==> config.mk <==
export PLATFORM = sky130hd
export DESIGN_NAME = snowf_score_ctrl
export DESIGN_NICKNAME = d
export VERILOG_FILES = /design/src/rtl/snow_pkg.sv /design/src/rtl/rr_pick.sv /design/src/rtl/snowf_score_ctrl.sv
export SDC_FILE = /design/constraint.sdc
export NUM_CORES = 1
export LEC_CHECK = 0
export CAP_MARGIN = 20
export CORE_MARGIN = 3
export CORE_UTILIZATION = 53
export DETAILED_ROUTE_END_ITERATION = 12
export PLACE_DENSITY_LB_ADDON = 0.15
export SLEW_MARGIN = 20
export SYNTH_ARGS = -nofsm -noshare
export SYNTH_HDL_FRONTEND = slang
export SYNTH_HIERARCHICAL = 1
export SYNTH_SLANG_ARGS = --single-unit
==> constraint.sdc <==
create_clock -name clk -period 7.4 [get_ports clk]
set_input_delay 1.48 -clock clk [delete_from_list [all_inputs] [get_ports clk]]
set_output_delay 1.48 -clock clk [all_outputs]
set_load 0.01 [all_outputs]
==> src/rtl/snow_pkg.sv <==
// Shared types and default sizing for the snowflake game-level controller.
package snow_pkg;

  localparam int unsigned N_SNOW_DEF  = 15;
  localparam int unsigned SCORE_W_DEF = 4;
  localparam int unsigned PTR_W_DEF   = 4;

  typedef enum logic [1:0] {
    IDLE  = 2'd0,
    PLAY  = 2'd1,
    DRAIN = 2'd2,
    DONE  = 2'd3
  } state_t;

endpackage

==> src/rtl/rr_pick.sv <==
// Rotate-priority encoder: first set bit of req searching upward from ptr,
// wrapping N-1 -> 0. Purely combinational, reusable by slot-based managers.
module rr_pick #(
  parameter int unsigned N     = 15,
  parameter int unsigned PTR_W = 4
) (
  input  logic [N-1:0]     req,
  input  logic [PTR_W-1:0] ptr,
  output logic             valid,
  output logic [PTR_W-1:0] idx
);

  localparam int unsigned SW = PTR_W + 1;

  logic [N-1:0]     rot;
  logic [PTR_W-1:0] off;
  logic [SW-1:0]    sum;

  // Rotate req so ptr lands at bit 0, take the lowest set bit, then undo the rotation.
  always_comb begin
    rot   = N'({req, req} >> ptr);
    valid = 1'b0;
    off   = '0;
    for (int i = int'(N) - 1; i >= 0; i--) begin
      if (rot[i]) begin
        valid = 1'b1;
        off   = PTR_W'(i);
      end
    end
    sum = SW'(ptr) + SW'(off);
    if (sum >= SW'(N)) begin
      sum = sum - SW'(N);
    end
    idx = sum[PTR_W-1:0];
  end

endmodule

==> src/rtl/snowf_score_ctrl.sv <==
// Game-level controller: arms the snowflake slots, captures collision hits,
// credits them to the score one per cycle in round-robin order and flags
// level clear once every flake is collected.
module snowf_score_ctrl
  import snow_pkg::*;
#(
  parameter int unsigned N_SNOW  = N_SNOW_DEF,
  parameter int unsigned SCORE_W = SCORE_W_DEF,
  parameter int unsigned PTR_W   = PTR_W_DEF
) (
  input  logic               clk,
  input  logic               rst_n,
  input  logic               start,
  input  logic [N_SNOW-1:0]  snowf_hit,
  output logic [N_SNOW-1:0]  snowf_active,
  output logic [SCORE_W-1:0] score,
  output logic               level_clear,
  output logic               playing
);

  localparam logic [N_SNOW-1:0]  ALL_SLOTS = '1;
  localparam logic [SCORE_W-1:0] SCORE_MAX = '1;

  state_t             state_q, state_d;
  logic [N_SNOW-1:0]  pending_q, pending_d;
  logic [PTR_W-1:0]   ptr_q, ptr_d;
  logic [N_SNOW-1:0]  active_d;
  logic [SCORE_W-1:0] score_d;
  logic               level_clear_d;
  logic               playing_d;

  logic               grant_valid;
  logic [PTR_W-1:0]   grant_idx;
  logic [N_SNOW-1:0]  grant_mask;
  logic [N_SNOW-1:0]  cap;

  // Grant selection over hits already captured (never this cycle's captures).
  rr_pick #(
    .N     (N_SNOW),
    .PTR_W (PTR_W)
  ) u_pick (
    .req   (pending_q),
    .ptr   (ptr_q),
    .valid (grant_valid),
    .idx   (grant_idx)
  );

  // Hits only count on slots still visible, so a held hit captures once.
  always_comb begin
    cap        = snowf_hit & snowf_active;
    grant_mask = grant_valid ? (N_SNOW'(1) << grant_idx) : '0;
  end

  // Next-state and next-output logic.
  always_comb begin
    state_d       = state_q;
    active_d      = snowf_active;
    pending_d     = pending_q;
    score_d       = score;
    ptr_d         = ptr_q;
    level_clear_d = 1'b0;

    if (start) begin
      // Level (re)start from any state drops uncredited hits.
      state_d   = PLAY;
      active_d  = ALL_SLOTS;
      pending_d = '0;
      score_d   = '0;
      ptr_d     = '0;
    end else begin
      case (state_q)
        PLAY, DRAIN: begin
          active_d  = snowf_active & ~cap;
          pending_d = (pending_q & ~grant_mask) | cap;
          if (grant_valid) begin
            if (score != SCORE_MAX) begin
              score_d = score + SCORE_W'(1);
            end
            ptr_d = (grant_idx == PTR_W'(N_SNOW - 1)) ? '0 : grant_idx + PTR_W'(1);
          end
          if (active_d == '0) begin
            if (pending_d == '0) begin
              state_d       = DONE;
              level_clear_d = 1'b1;
            end else begin
              state_d = DRAIN;
            end
          end
        end
        default: begin
        end
      endcase
    end

    playing_d = (state_d == PLAY) || (state_d == DRAIN);
  end

  // State, bookkeeping and registered outputs.
  always_ff @(posedge clk or negedge rst_n) begin
    if (!rst_n) begin
      state_q      <= IDLE;
      pending_q    <= '0;
      ptr_q        <= '0;
      snowf_active <= '0;
      score        <= '0;
      level_clear  <= 1'b0;
      playing      <= 1'b0;
    end else begin
      state_q      <= state_d;
      pending_q    <= pending_d;
      ptr_q        <= ptr_d;
      snowf_active <= active_d;
      score        <= score_d;
      level_clear  <= level_clear_d;
      playing      <= playing_d;
    end
  end

endmodule

==> results by group <==
Yosys
  • Seq cells post-synth: 42
  • Seq/Total Area, Yosys: 0.3005
  • Syn Inst Count: 397
  • Syn. warnings: 6
  • EDFF count, synth: 0
  • Netlist Area Pre-Place: ~0.0035 sq mm
  • Post-synthesis cell type count: 66
  • Most used DFF post-synth: dfrtp_1
  • Syn avg cell area: 8.809 sq um
  • Ys async rst share: 1.000
  • Post-Syn Nets: 424

Setup path
  • Crit start category: register
  • Crit path DAT: approximately 6.5 ns
  • CP Capture Type: register
  • Critical-path maximum fanout: 18
  • CP Class: reg -> reg
  • CP required: 7.58 ns

Routing
  • DRC viols: 0
  • Vias: around 3,200
  • Total Wirelength: 9206 um
  • DR vias/cell: 6.466
  • DRT iter0 DRCs: 282
  • Pre-antenna DRT Iters: 7
  • Antenna Nets Post-Route: 0
  • DR WL/cell: 18.49 um

Clocking
  • Clock sink total: 42
  • Hold buffers post-CTS: 0
  • CTS tree: yes
  • CTS resizes: 0
  • Clock slew at reported path FFs: 0.09 ns
  • H-tree depth: 2
  • Clk_lat worst skew: 0.30 ns
  • Num CTS Buffers: 5
  • CTS Buffer Depth: 2
  • Root Buffer Master: clkbuf_8
  • Post-CTS setup buffer count: 0

Placement
  • Dpl cell area: 0.003872 sq mm
  • HPWL Detailed: 6785 um
  • GPL Wtd Cong: 0.8948
  • Dpl cells: 491
  • IO buf count: 38

Floorplan
  • Die Ht: slightly below 90 um
  • Initial Util: 0.5672
  • Die area: between 0.007 and 0.008 sq mm
  • Core Rows: 28
  • Core Area: a little over 0.006 sq mm
  • I/O Pins: 39
  • Width of the die: 87.23 um

GRT
  • Total gr overflow: 0
  • Gr usage total: 0.2613
  • Largest net degree at the start of global routing: 43
  • Vias in the first global route: between 3,000 and 4,000
  • Global-route wire length before repair: ~16,000 um
  • Initial antenna violation count: 0

Status
  • Outcome: finished, final reports clean

STA
  • Worst slew margin: 0.2776
  • Setup TNS: 0 ns
  • Tcrit/Tclk final: 0.8548
  • Least-Margin Pin Slew: 1.076 ns
  • Setup-failing EPs final: 0
  • RSZ-0062 raised after global routing: false
  • Fin. max-slew vios: 0
  • Fmax: 158.1 MHz
  • WHS: 0.5229 ns
  • Clock period minus worst slack: ~6.3 ns
  • Final Skew: ~0.0074 ns
  • Final hold vios: 0

Layout
  • Most frequent cells in the layout: nand2_1 (78), dfrtp_1 (42), clkdlybuf4s50_1 (37)
  • Layout Nets: 450
  • Antenna diode count: 0
  • Fillers: between 500 and 600
  • Multi-input gate area: 0.002262 sq mm
  • Synth-to-Final Area Change: 13.95%
  • Register area: 0.001051 sq mm
  • Most common cell after layout, fill and taps aside: nand2_1
  • Post-Layout Cell Count: 498
  • Final instance area: around 0.0040 sq mm
  • Share of cells above drive strength 1: 0.08747

Job
  • Max-cap viol count: 0

Worst hold path
  • Hold WC Path Type: reg -> reg
## cell type report
class	count	share of cell area
tap	75	0.02355
multi-input combinational	316	0.5677
sequential	42	0.2637
clock inverter	1	0.007535
clock buffer	6	0.02072
timing repair buffer	42	0.1017
inverter	16	0.01507
## critical path: stages, from the launching register on
cell      delay [ns]
dfrtp_1         0.88
mux4_1          0.75
mux2i_2         0.24
nand2_1         0.15
o32ai_2         0.28
o221ai_1        0.15
a211oi_1        0.39
ha_1            0.31
a21o_1          0.15
a21oi_1         0.17
xnor2_1         0.21
a21oi_1         0.17
xnor2_1         0.86
and2_1          0.27
ha_1            0.18
nand3_1         0.08
a22oi_1         0.25
nand4_1         0.18
or3_1           0.33
o22a_1          0.19
## stage by stage
stage,util,setup slack (ns)
after CTS,0.6463,1.092
after global routing,0.6463,0.6084
after global placement,0.6280,1.253
after floorplan,-,2.143
after detailed placement,0.6280,1.134
final,0.6463,1.075
## registers in the layout, summed over array words and instances, names as in the netlist
register,count
playing,1
pending_q,15
level_clear,1
score,4
ptr_q,4
state_q,2
snowf_active,15
## cell families after synthesis
family | share of synthesized area
flip-flops | 0.3005
adder cells (fa/ha/maj) | 0.03435
XOR/XNOR | 0.01503
multiplexers | 0.1649
AND/OR/NAND/NOR | 0.2369
buffers and inverters | 0.05474
AO/OA/AOI/OAI | 0.1936
## synthesized netlist by cell type, types with 3 or more instances
cell       instances  area (sq um)
nand2_1           78         292.8
dfrtp_1           42          1051
nor2_1            35         131.4
a21oi_1           14         70.07
inv_1             14         52.55
clkbuf_1          13         48.80
nand3_1           13         65.06
a22oi_1           12         90.09
nor2b_1           12         75.07
o21ai_0           11         55.05
mux2_2            10         112.6
mux4_1            10         262.8
a22o_1             8         70.07
ha_1               8         100.1
a211oi_1           7         52.55
nor3_1             7         35.03
mux2i_1            6         60.06
a21o_1             5         37.54
buf_2              5         25.02
mux4_2             5         112.6
nand4_1            5         31.28
and2_1             4         25.02
nand2b_1           4         25.02
nor4_1             4         25.02
a2111oi_0          3         26.28
a31oi_1            3         18.77
nand3b_1           3         22.52
o21ai_1            3         15.01
xnor2_1            3         26.28
xor2_1             3         26.28
## per-layer routing
metal  vias up  GRT usage  part of all wire
met5         -          0                 0
met4         0    0.08926             0.029
met2       143     0.3858              0.44
met3        33    0.04163             0.073
li1       1512          -                 -
met1      1532     0.3907              0.45
## path summary, 6_finish.rpt
check / endpoint / slack, ns / startpoint / depth (start not counted)
worst max-delay path: playing / 1.07 / ptr_q[1] / 19
worst min-delay path: snowf_active[6] / 0.52 / snowf_active[6] / 2
worst max register to register: playing / 1.07 / ptr_q[1] / 19
worst min register to register: snowf_active[6] / 0.52 / snowf_active[6] / 2
max in group asynchronous: pending_q[6] / 5.50 / rst_n / 1
min in group asynchronous: score[0] / 1.32 / rst_n / 1
Power is not shown: default switching activity piles up to over one toggle a cycle in this logic, so the estimate is an artifact.
